`src/rtl/leb128_pkg.sv`:
```
// leb128_pkg
//   Shared LEB128 definitions for the transmit encoder (pack_u64_stream)
//   and the receive decoder (unpack_u64).
//   Contents:
//     CHUNK_W        payload bits carried per encoded byte
//     CONT_BIT       bit position of the continuation flag in a byte
//     MAX_BYTES_U64  longest encoding of a 64-bit value
//     LEN_W          width of a byte count / byte index
//     leb128_byte_t  one encoded byte, {cont, chunk}
//     enc_state_t    encoder handshake states
//     leb128_is_last termination rule shared by encoder and length helper
//     leb128_enc_len encoded length of a value, for checks and sizing
package leb128_pkg;

  localparam int CHUNK_W       = 7;
  localparam int CONT_BIT      = 7;
  localparam int MAX_BYTES_U64 = 10;
  localparam int LEN_W         = 4;

  // One encoded byte: cont sits at CONT_BIT, chunk holds the 7 payload bits.
  typedef struct packed {
    logic               cont;
    logic [CHUNK_W-1:0] chunk;
  } leb128_byte_t;

  typedef enum logic {
    ST_IDLE = 1'b0,
    ST_EMIT = 1'b1
  } enc_state_t;

  // A byte is the last one when the remainder after it carries no further
  // information. For the signed form the sign bit of the emitted chunk
  // must also agree with the sign-extension that remains, otherwise a
  // decoder would reconstruct the wrong sign.
  function automatic logic leb128_is_last(input logic [63:0] rem,
                                          input logic [63:0] nxt,
                                          input logic        signed_mode);
    logic result;
    if (!signed_mode) begin
      result = (nxt == '0);
    end else begin
      result = ((nxt == '0) && !rem[CHUNK_W-1]) ||
               ((nxt == '1) &&  rem[CHUNK_W-1]);
    end
    return result;
  endfunction

  // Number of bytes the encoding of value occupies (1..MAX_BYTES_U64).
  function automatic logic [LEN_W-1:0] leb128_enc_len(input logic [63:0] value,
                                                      input logic        signed_mode);
    logic [63:0]      r;
    logic [63:0]      n;
    logic             done;
    logic [LEN_W-1:0] len;
    r    = value;
    len  = '0;
    done = 1'b0;
    for (int k = 0; k < MAX_BYTES_U64; k++) begin
      if (!done) begin
        n    = {{CHUNK_W{signed_mode & r[63]}}, r[63:CHUNK_W]};
        len  = len + LEN_W'(1);
        done = leb128_is_last(r, n, signed_mode);
        r    = n;
      end
    end
    return len;
  endfunction

endpackage

```
`src/rtl/leb128_enc_step.sv`:
```
// leb128_enc_step
//   Combinational single-byte LEB128 encoder step. Given the not-yet-sent
//   remainder of a value it produces the next encoded byte, whether that
//   byte terminates the encoding, and the remainder left after it.
//   Ports:
//     rem_i          remainder still to be encoded
//     signed_mode_i  0 = unsigned LEB128, 1 = signed SLEB128
//     byte_o         encoded byte {continuation, chunk}
//     last_o         byte_o is the final byte of the encoding
//     nxt_o          remainder after byte_o (logical or arithmetic >> 7)
module leb128_enc_step
  import leb128_pkg::*;
(
  input  logic [63:0] rem_i,
  input  logic        signed_mode_i,
  output logic [7:0]  byte_o,
  output logic        last_o,
  output logic [63:0] nxt_o
);

  leb128_byte_t enc_byte;

  // Shift out one chunk; in signed mode the vacated top bits replicate the
  // sign so that negative values converge on all-ones. The continuation
  // flag is simply the inverse of the termination rule.
  always_comb begin
    nxt_o          = {{CHUNK_W{signed_mode_i & rem_i[63]}}, rem_i[63:CHUNK_W]};
    last_o         = leb128_is_last(rem_i, nxt_o, signed_mode_i);
    enc_byte.cont  = !last_o;
    enc_byte.chunk = rem_i[CHUNK_W-1:0];
    byte_o         = enc_byte;
  end

endmodule

```
`src/rtl/pack_u64_stream.sv`:
```
// pack_u64_stream
//   Streaming LEB128 / SLEB128 encoder. Takes one 64-bit word per input
//   handshake and emits its encoding one byte per output handshake, framed
//   with a last flag and a running byte count.
//   Parameters:
//     SIGNED   0 = unsigned LEB128, 1 = signed SLEB128
//   Ports:
//     clk      clock, all state on the rising edge
//     rst      synchronous active-high reset
//     i_data   value to encode, sampled only on accept
//     i_valid  i_data valid
//     i_ready  encoder can take i_data this cycle
//     o_byte   encoded byte, bit7 = continuation, bits6:0 = chunk
//     o_valid  o_byte valid
//     o_ready  downstream accepts o_byte
//     o_last   o_byte is the final byte of the encoding
//     o_len    byte index+1 of the current byte (total length on o_last)
module pack_u64_stream
  import leb128_pkg::*;
#(
  parameter bit SIGNED = 1'b0
) (
  input  logic        clk,
  input  logic        rst,
  input  logic [63:0] i_data,
  input  logic        i_valid,
  output logic        i_ready,
  output logic [7:0]  o_byte,
  output logic        o_valid,
  input  logic        o_ready,
  output logic        o_last,
  output logic [3:0]  o_len
);

  enc_state_t       state_q, state_d;
  logic [63:0]      rem_q, rem_d;
  logic [LEN_W-1:0] idx_q, idx_d;

  logic [7:0]  step_byte;
  logic        step_last;
  logic [63:0] step_nxt;
  logic        accept;

  leb128_enc_step u_step (
    .rem_i         (rem_q),
    .signed_mode_i (SIGNED),
    .byte_o        (step_byte),
    .last_o        (step_last),
    .nxt_o         (step_nxt)
  );

  // Outputs are functions of registered state only. In IDLE the remainder
  // and index are held at zero, so byte and length read as zero there.
  always_comb begin
    o_valid = (state_q == ST_EMIT);
    o_last  = o_valid & step_last;
    o_byte  = o_valid ? step_byte : 8'h00;
    o_len   = idx_q;
  end

  // A new word may enter while the final byte of the previous one is
  // being taken, which is what lets consecutive words stream with no gap.
  always_comb begin
    i_ready = !o_valid | (o_ready & o_last);
    accept  = i_valid & i_ready;
  end

  // Next-state logic. An accept while in EMIT can only happen on the
  // completing beat, so it also covers the "completion with a new word
  // waiting" case; without a new word the completing beat returns to IDLE.
  always_comb begin
    state_d = state_q;
    rem_d   = rem_q;
    idx_d   = idx_q;
    if (accept) begin
      state_d = ST_EMIT;
      rem_d   = i_data;
      idx_d   = LEN_W'(1);
    end else if (o_valid && o_ready) begin
      if (step_last) begin
        state_d = ST_IDLE;
        rem_d   = '0;
        idx_d   = '0;
      end else begin
        rem_d   = step_nxt;
        idx_d   = idx_q + LEN_W'(1);
      end
    end
  end

  // State registers; reset abandons any encoding in flight.
  always_ff @(posedge clk) begin
    if (rst) begin
      state_q <= ST_IDLE;
      rem_q   <= '0;
      idx_q   <= '0;
    end else begin
      state_q <= state_d;
      rem_q   <= rem_d;
      idx_q   <= idx_d;
    end
  end

  // A 64-bit value always terminates within ten bytes; a tenth byte that
  // still wants to continue means the termination rule is broken.
  always_ff @(posedge clk) begin
    if (!rst && o_valid) begin
      assert (step_last || (idx_q < LEN_W'(MAX_BYTES_U64)));
    end
  end

endmodule
```
`config.mk`:
```
export PLATFORM = sky130hd
export DESIGN_NAME = pack_u64_stream
export DESIGN_NICKNAME = d
export VERILOG_FILES = /design/src/rtl/leb128_pkg.sv /design/src/rtl/leb128_enc_step.sv /design/src/rtl/pack_u64_stream.sv
export SDC_FILE = /design/constraint.sdc
export NUM_CORES = 1
export LEC_CHECK = 0
export BUFFER_PORTS_ARGS = -buffer_cell sky130_fd_sc_hd__buf_2
export CAP_MARGIN = 20
export CORE_MARGIN = 2
export CORE_UTILIZATION = 30
export CTS_CLUSTER_SIZE = 24
export DETAILED_ROUTE_END_ITERATION = 10
export GPL_ROUTABILITY_DRIVEN = 1
export PLACE_DENSITY = 0.5
export SYNTH_ARGS = -nofsm -noshare
export SYNTH_HDL_FRONTEND = slang
export SYNTH_SLANG_ARGS = --single-unit
```
`constraint.sdc`:
```
create_clock -name clk -period 2.05 [get_ports clk]
set_input_delay 0.41 -clock clk [delete_from_list [all_inputs] [get_ports clk]]
set_output_delay 0.41 -clock clk [all_outputs]
set_load 0.03 [all_outputs]
```
==> results of run 1 <==
## report_power, final
part           switching (mW)  total [mW]  internal, mW
logic                   0.426       0.806         0.380
clock network           0.609        1.48         0.874
registers               0.130        1.59          1.46
total                    1.16        3.88          2.72
## worst max-delay path: cells and delay by family, from the launching register on
| kind | cells | cell delay (ns) |
|---|---|---|
| AND/OR/NAND/NOR | 5 | 1.07 |
| flip-flops | 1 | 0.34 |
| buffers and inverters | 1 | 0.16 |
## metrics by stage
step	setup TNS, ns	area (µm²)	std cells
after CTS	-0.641	5200	718
after global routing	-10.32	5740	733
after detailed placement	-9.59	4660	690
after global placement	-5.52	4660	690
after floorplan	0	3790	440
final	-6.32	5740	733
## metal layers
metal / wire length (µm) / track usage
met3: 817 / 0.0405
met1: 7070 / 0.302
met4: 293 / 0.0675
met5: 0 / 0
met2: 7220 / 0.331
## cell families after synthesis
| logic type | Yosys count | share of synthesized area |
|---|---|---|
| flops | 69 | 0.364 |
| simple gates | 63 | 0.0964 |
| fa+ha+maj | 1 | 0.00330 |
| buf+inv | 114 | 0.121 |
| compound gates | 193 | 0.415 |
## cell usage in the layout, fill, tap and decap left out, drive strengths merged, types with 2 or more instances in the layout
master  netlist  layout
nand4        10      10
a211oi       57      57
nor4         14      14
a21oi         9       9
and2         10      10
a311oi       58      58
a22oi         8       8
o221ai       57      57
inv          59      59
nor3          3       3
nand2b        2       2
clkinv        0       5
nand2         6       6
dfxtp        69      69
nand3         6       6
clkbuf       32      18
nor2          5       5
buf          23     153
nor2b         3       3
## cell type report
type,instances,area [µm²]
clock buffer,11,253
multi-input combinational,257,2330
inverter,59,221
clock inverter,5,25.0
sequential,69,1390
tap,172,215
timing repair buffer,160,1300
fill,1239,6730
## worst min-delay path by stage
stage / startpoint / endpoint / slack (ns) / cells past startpoint
after floorplan: rem_q[0] / rem_q[0] / 0.52 / 2
after global placement: o_len[2] / o_len[2] / 0.49 / 2
after detailed placement: o_len[2] / o_len[2] / 0.50 / 2
after CTS: i_data[29] / rem_q[29] / 0.33 / 3
after global routing: i_data[47] / rem_q[47] / 0.34 / 3
final: i_data[48] / rem_q[48] / 0.33 / 3
## sequential cells by signal, summed over array words and instances (netlist names)
register	cells
rem_q	64
o_len	4
o_valid	1
## what timing repair did
action                                  in CTS  in global routing
cloned                                       1                  9
pin swaps                                   15                 46
gates resized for setup                     37                 54
endpoints found under the setup margin      68                 67
buffers inserted                            13                  8
==> reports/qor.txt, run 1 <==
critical path endpoint = o_byte[7]
starting density of the core = 0.304
Slew @ Worst Pin = 0.501 ns
fin. max-slew vios = 0
Final nets = 625
Yosys top cell by area = dfxtp_1
antenna-violating nets left = 0
Tot Pwr = 3.88 mW
startpoint of the worst register-to-register path = rem_q[9]
peak supply drop = 366 µV
grt total ovfl = 0
First-pass DRT Iterations = 6
die width = 116 µm
Worst Setup End Kind = output pin
ranking of synthesized cells by area = dfxtp_1 (36%), a311oi_1 (13%), o221ai_1 (13%)
Crit-path slowest cell = dfxtp_2
DR iter-0 viols = 324
Mean Syn Cell Area = 8.62 µm²
Synth top area share = 0.364
clk_skew = 0.00666 ns
antenna violations before repair = 0
Worst-Skew Late Latency = 0.34 ns
PD cells = 676 nW/µm²
RSZ-0062 raised after global routing = true
Post-synth top cells = dfxtp_1 (69), inv_1 (59), a311oi_1 (58)
CP Launch Point = rem_q[9]
CTS tree = done
count leader, synth = dfxtp_1
Tot GR Track Use = 0.214
minimum hold slack = 0.332 ns
yosys synthesis warning count = 0
antenna diode count = 0
Main synth FF type = dfxtp_1
io pins = 83
port buffer count = 82
final period utilization = 1.13
CP Class = flip-flop to output pin
Final Core Density = 0.460
post-cts hold buffer count = 0
DRC violations left = 0
max-cap violation count = 0
worst slack at placement = -0.209 ns
DR vias/cell = 5.97
Reg-to-Reg End = rem_q[31]
vias = 4376
Synth Net Count = 509
Post-Syn Area = 3790 µm²
wire per inst = 21.0 µm
min cycle time layout = 2.32 ns
Post-synth EDFFs = 0
Yosys reg bits = 69
GPL Wtd Cong = 0.748
die area = 13600 µm²
Detail Placement HPWL = 9.13 mm
unique cell type count in the Yosys netlist = 29
cells on worst reg2reg path = 7
FFs w/ async S/R, synth = 0
share of cells above drive strength 1 = 0.424
Clock Tree Root = clkbuf_16
maximum clock frequency = 432 MHz
Gate Count Post-Synth = 440
Bufs on Longest Clock Path = 2
Worst Path Max Fanout = 4
CP cell instances = nor4_4 -> nand4_1 -> nor3_4 -> and2_4 -> nor2b_1 -> buf_4
type of the most critical hold path = input pin to flip-flop
Rel. slew slack = 0.666
Worst Path Required = 1.64 ns
clk sinks = 69
WP data arrival = 1.91 ns
WL final = 15.4 mm
Leak = 2.25 nW
Hold Violations, Final = 0
R2R setup slack = -0.14 ns
final setup margin = -0.265 ns
endpoints failing setup = 63
Area Overhead vs Synth = 51.4%
htree depth = 3
worst stage delay on the critical path = 0.34 ns
post-synthesis sequential area ratio = 0.364
Core ar. = 12500 µm²
TritonCTS buffer count = 9
startpoint types = flip-flop
first-pass GRT wire length = 22.5 mm
largest net degree at the start of global routing = 46
number of global-route vias before repair = 4050
failing checks = setup timing
Die Height = 116 µm
outcome = finished with violations
clock slew at reported path FFs = 0.06 ns
Rows = 41
Note: power is estimated with default switching activity, not from simulation.
==> inputs of run 2 (changes only) <==
CORE_UTILIZATION = 40   (was 30)
PLACE_DENSITY = 0.63   (was 0.5)
==> run 2 against run 1 <==
The flow still finishes with violations (setup timing). Fmax is 0.80% lower. Cell count fell by 10%. Sequential share of layout area is 1.5 points higher. Worst hold slack got worse by 0.0011 ns. Combinational power is 7.2% lower. Setup slack worse by 0.019 ns. Sequential power barely moved. Register-to-register slack about the same. Non-clock buffer count shrank 14. Clock-buffer cell count up 3. Critical path type unchanged. Largest cell class unchanged.
==> reports/qor.txt, run 2 (same netlist as run 1, synthesis figures left out) <==
Clock Tree Root = clkbuf_8
Rel. slew slack = 0.423 (-0.243)
max-cap violation count = 0 (unchanged)
CTS tree = done
leading cell type in the layout, fill and taps excluded = buf_2
antenna violations before repair = 0 (unchanged)
highest metal used = met4
first-pass GRT wire length = 20.6 mm (-8.3%)
RSZ-0062 raised after global routing = true
peak supply drop = 476 µV (+30%)
post-cts hold buffer count = 0 (unchanged)
port buffer count = 82 (unchanged)
antenna diode count = 0 (unchanged)
minimum hold slack = 0.331 ns (-0.00108 ns)
wire per inst = 21.4 µm (+1.7%)
GPL Wtd Cong = 0.813 (+8.7%)
startpoint types = flip-flop
DR vias/cell = 6.64 (+11%)
Worst Path Required = 1.64 ns (about the same)
clk_skew = 0.00821 ns (+0.00155 ns)
antenna-violating nets left = 0 (unchanged)
Core ar. = 9200 µm² (-26%)
Area Overhead vs Synth = 42.2%
DR iter-0 viols = 365 (+13%)
io pins = 83 (unchanged)
WL final = 14.1 mm (-8.7%)
setup_tns = -6.53 ns (-0.215 ns)
WP data arrival = 1.92 ns (about the same)
Slew @ Worst Pin = 0.865 ns (+0.365 ns)
die area = 10300 µm² (-24%)
DRC violations left = 0 (unchanged)
CP Class = flip-flop to output pin
clk sinks = 69 (unchanged)
outcome = finished with violations
clock slew at reported path FFs = 0.07 ns (about the same)
DP Area = 4490 µm² (-3.6%)
largest register by flop count = rem_q
fin. max-slew vios = 0 (unchanged)
Worst-Skew Late Latency = 0.35 ns (about the same)
Die Height = 101 µm (-13%)
Tot GR Track Use = 0.252 (+0.0376)
type of the most critical hold path = input pin to flip-flop
min cycle time layout = 2.33 ns (+0.0187 ns)
TritonCTS buffer count = 9 (unchanged)
Worst Path Max Fanout = 4 (unchanged)
maximum clock frequency = 428 MHz (-0.80%)
number of global-route vias before repair = 3952 (-2.4%)
endpoints failing setup = 60 (-4.8%)
grt total ovfl = 0 (unchanged)
commonest cells after routing, fill and taps aside = buf_2 (79), dfxtp_1 (60), inv_1 (59)
worst slack at placement = -0.0415 ns (+0.168 ns)
Final nets = 612 (-2.1%)
final period utilization = 1.14 (+0.00912)
htree depth = 3 (unchanged)
failing checks = setup timing
Largest register FFs = 64 (unchanged)
fillers = 812 (-34%)
R2R setup slack = -0.15 ns (about the same)
largest net degree at the start of global routing = 65 (+41%)
Design Area, Final = 5390 µm² (-6.0%)
# placed instances = 620 (-10%)
Worst Setup End Kind = output pin
starting density of the core = 0.412 (+0.108)
WL met2 = 6.54 mm (-9.4%)
met1 WL = 6.21 mm (-12%)
Rows = 35 (-15%)
die width = 101 µm (-13%)
First-pass DRT Iterations = 4 (-2)
PD cells = 627 nW/µm² (-7.2%)
Hold Violations, Final = 0 (unchanged)
met3 routed WL = 1.03 mm (+26%)
Leak = 2.10 nW (-6.4%)
non-filler instance count after layout = 658 (-10%)
share of cells above drive strength 1 = 0.399 (-0.0257)
Bufs on Longest Clock Path = 2 (unchanged)
vias = 4367 (-0.21%)
final setup margin = -0.284 ns (-0.0187 ns)
Detail Placement HPWL = 8.34 mm (-8.6%)
run 2: final timing paths:
check,from,end,cells past startpoint
min reg2reg,o_len[2],o_len[2],2
max reg2reg,rem_q[13],rem_q[10],8
max,rem_q[54],o_byte[7],6
min,i_data[49],rem_q[49],3
run 2: per-stage QoR:
| step | util | power, mW |
|---|---|---|
| finish | 0.586 | 3.38 |
| global route | 0.586 | 3.52 |
| CTS | 0.521 | 3.28 |
| detailed placement | 0.488 | 2.22 |
| global placement | 0.488 | 2.21 |
| floorplan | - | 1.94 |
run 2: what timing repair did:
item	CTS	global route
endpoints found under the setup margin	15	68
resized for setup	21	68
pin swaps	10	45
buffers inserted	3	12
endpoints found under the hold margin	0	0
cloned	0	10
run 2: per-layer routing:
layer / track usage / up-vias
met5: 0 / -
met2: 0.398 / 220
met3: 0.0559 / 37
met1: 0.350 / 2131
li1: - / 1979
met4: 0.0634 / 0
run 2: worst max-delay path, stage by stage, from the launching register on:
cell     delay (ns)
dfxtp_1        0.36
nor3_1         0.33
nand3_1        0.18
nor3_4         0.30
and2_4         0.20
nor2b_1        0.04
buf_4          0.16
run 2: area by class of cell:
class / count / area, µm² / area share
clock buffer: 14 / 173 / 0.0320
timing repair buffer: 146 / 1170 / 0.217
sequential: 69 / 1390 / 0.258
multi-input combinational: 258 / 2290 / 0.425
inverter: 59 / 221 / 0.0411
clock inverter: 1 / 5.00 / 0.000928
tap: 111 / 139 / 0.0258
run 2: power by group:
group	switching [mW]	internal, mW
logic	0.404	0.344
registers	0.129	1.46
clock network	0.512	0.532
total	1.05	2.34
==> inputs of run 3 (changes only) <==
ABC_AREA = 1   (was unset)
PLACE_DENSITY = 0.62   (was 0.63)
SLEW_MARGIN = 20   (was unset)
==> run 3 against run 2 <==
The run now ends clean. Final area fell by 10%. Non-clock buffer count fell by 48. Wire length fell by 27%. Largest cell class unchanged. Critical endpoint is now o_last. Core utilization fell by 8.5 points. Fmax up 18%. Sequential cell count is the same. Largest power group unchanged. Sequential power hardly changed. Register-to-register slack better by 0.32 ns. Highest routed layer unchanged. Clock power up 29%. Cell count up 27%.
==> reports/qor.txt, run 3 <==
number of global-route vias before repair = 3733 (-5.5%)
maximum clock frequency = 505 MHz (+18%)
grt total ovfl = 0 (unchanged)
Synth Net Count = 702 (+38%)
Post-synth EDFFs = 0 (unchanged)
Die Height = 104 µm (+2.2%)
CP Class = flip-flop to output pin
fillers = 1007 (+24%)
Tot GR Track Use = 0.186 (-0.0664)
DR iter-0 viols = 167 (-54%)
clock slew at reported path FFs = 0.07 ns (about the same)
Reg area = 1390 µm² (-0.27%)
Mean Syn Cell Area = 6.27 µm² (-27%)
largest register by flop count = rem_q
count leader, synth = nor2_1
clk_skew = 0.00879 ns (+0.000585 ns)
endpoints failing setup = 0 (-100%)
Worst Path Max Fanout = 3 (-1)
leading cell type in the layout, fill and taps excluded = nor2_1
First-pass DRT Iterations = 4 (unchanged)
clock network power share = 0.354 (+0.045)
antenna diode count = 0 (unchanged)
yosys synthesis warning count = 0 (unchanged)
R2R setup slack = 0.17 ns (+0.32 ns)
Bufs on Longest Clock Path = 2 (unchanged)
combinational share of power = 0.231 (+0.010)
Rel. slew slack = 0.647 (+0.223)
WL final = 10.3 mm (-27%)
min cycle time layout = 1.98 ns (-0.352 ns)
antenna-violating nets left = 0 (unchanged)
internal power = 2.66 mW (+14%)
ranking of synthesized cells by area = dfxtp_1 (35%), nor2_1 (14%), nand2_1 (8.8%)
die width = 104 µm (+2.2%)
startpoint types = flip-flop
io pins = 83 (unchanged)
largest net degree at the start of global routing = 123 (+89%)
peak supply drop = 357 µV (-25%)
first-pass GRT wire length = 16.8 mm (-19%)
WP data arrival = 1.57 ns (-0.35 ns)
vias = 4027 (-7.8%)
fin. max-slew vios = 0 (unchanged)
Main synth FF type = dfxtp_1
starting density of the core = 0.410 (-0.00230)
switch share = 0.296 (-0.0130)
clk sinks = 69 (unchanged)
area of the multi-input gates = 2110 µm² (-7.8%)
final setup margin = 0.0681 ns (+0.352 ns)
minimum hold slack = 0.319 ns (-0.0118 ns)
P_sw = 1.12 mW (+7.1%)
Hold Violations, Final = 0 (unchanged)
CTS tree = done
Slew @ Worst Pin = 0.530 ns (-0.335 ns)
Worst-Skew Late Latency = 0.34 ns (about the same)
Worst Path Required = 1.64 ns (about the same)
share of cells above drive strength 1 = 0.229 (-0.170)
Rows = 36 (+2.9%)
Gate Count Post-Synth = 633 (+44%)
post-cts hold buffer count = 0 (unchanged)
DR vias/cell = 4.83 (-27%)
port buffer count = 82 (unchanged)
commonest cells after routing, fill and taps aside = nor2_1 (144), nand2_1 (91), buf_2 (79)
Leak = 2.25 nW (+7.0%)
TritonCTS buffer count = 9 (unchanged)
Final nets = 764 (+25%)
Area Overhead vs Synth = 22.3%
antenna violations before repair = 0 (unchanged)
Design Area, Final = 4850 µm² (-10%)
Post-synth top cells = nor2_1 (150), nand2_1 (93), dfxtp_1 (69)
RSZ-0062 raised after global routing = true
PD cells = 779 nW/µm² (+24%)
worst slack at placement = 0.234 ns (+0.275 ns)
final period utilization = 0.967 (-0.172)
die area = 10700 µm² (+4.5%)
Tot Pwr = 3.78 mW (+12%)
Synth top area share = 0.348 (-0.0164)
type of the most critical hold path = input pin to flip-flop
Worst Setup End Kind = output pin
GPL Wtd Cong = 0.770 (-5.4%)
DP Area = 4450 µm² (-0.95%)
Final Core Density = 0.501 (-0.0852)
outcome = finished, final reports clean
max-cap violation count = 0 (unchanged)
Detail Placement HPWL = 6.56 mm (-21%)
post-synthesis sequential area ratio = 0.348 (-0.0164)
htree depth = 3 (unchanged)
FFs w/ async S/R, synth = 0 (unchanged)
Largest register FFs = 64 (unchanged)
Yosys top cell by area = dfxtp_1
Core ar. = 9680 µm² (+5.3%)
sequential share of power = 0.415 (-0.055)
unique cell type count in the Yosys netlist = 22 (-24%)
DRC violations left = 0 (unchanged)
wire per inst = 12.3 µm (-42%)
Yosys reg bits = 69 (unchanged)
Clock Tree Root = clkbuf_8
Post-Syn Area = 3970 µm² (+4.7%)
## run 3: cell count changes in the layout (fill, tap and decap cells not counted), moves of 18 or more
cell | previous run | this run
a21oi_1 | 8 | 51
a211oi_1 | 52 | 0
o21ai_0 | 1 | 58
a311oi_2 | 23 | 0
o221ai_1 | 57 | 0
nor2_1 | 5 | 144
a21oi_2 | 1 | 19
buf_4 | 37 | 7
nand3_1 | 6 | 60
a311oi_1 | 35 | 0
nand2_1 | 4 | 91
## run 3: power groups by stage
stage / clock [mW] / sequential [mW] / combinational [mW]
finish: 1.34 / 1.57 / 0.874
CTS: 1.38 / 1.56 / 0.834
global route: 1.44 / 1.58 / 0.999
detailed placement: 0 / 1.59 / 0.826
floorplan: 0 / 1.57 / 0.620
global placement: 0 / 1.59 / 0.817
## run 3: logic make-up after synthesis
group	share of synthesized area
compound gates	0.179
fa+ha+maj	0.00315
flops	0.348
simple gates	0.333
buf+inv	0.132
xor+xnor	0.00441
## run 3: routing by layer
layer,vias up,share of wire,global-route usage
li1,2125,-,-
met1,1815,0.48,0.243
met2,77,0.47,0.311
met3,10,0.044,0.0346
met4,0,0.010,0.0560
met5,-,0,0
## run 3: through the flow
stage | TNS, ns | std cells
floorplan | 0 | 633
global placement | 0 | 812
detailed placement | 0 | 812
CTS | 0 | 829
global route | -0.221 | 833
finish | 0 | 833
## run 3: layout make-up
cell class / count / share of cell area
clock inverter: 4 / 0.0196
sequential: 69 / 0.286
multi-input combinational: 448 / 0.436
tap: 133 / 0.0343
clock buffer: 12 / 0.0299
inverter: 69 / 0.0534
timing repair buffer: 98 / 0.141
## run 3: path summary, 6_finish.rpt
check / end / start / cells past startpoint
max: o_last / rem_q[13] / 8
min: rem_q[62] / i_data[62] / 3
max reg2reg: rem_q[23] / rem_q[13] / 13
min reg2reg: rem_q[60] / rem_q[60] / 2
## run 3: critical path: stages (launching register included)
cell	delay (ns)
dfxtp_1	0.33
nor2_1	0.10
nand2_1	0.06
nor2_1	0.11
nand2_1	0.12
nor2_4	0.16
nand2_2	0.10
nor2_4	0.11
buf_6	0.14
## run 3: what timing repair did
item | 4_1_cts | 5_1_grt
setup endpoints to repair | 2 | 50
buffers inserted | 1 | 1
hold endpoints to repair | 0 | 0
gates cloned | 0 | 3
pin swaps | 1 | 5
gates resized for setup | 3 | 22
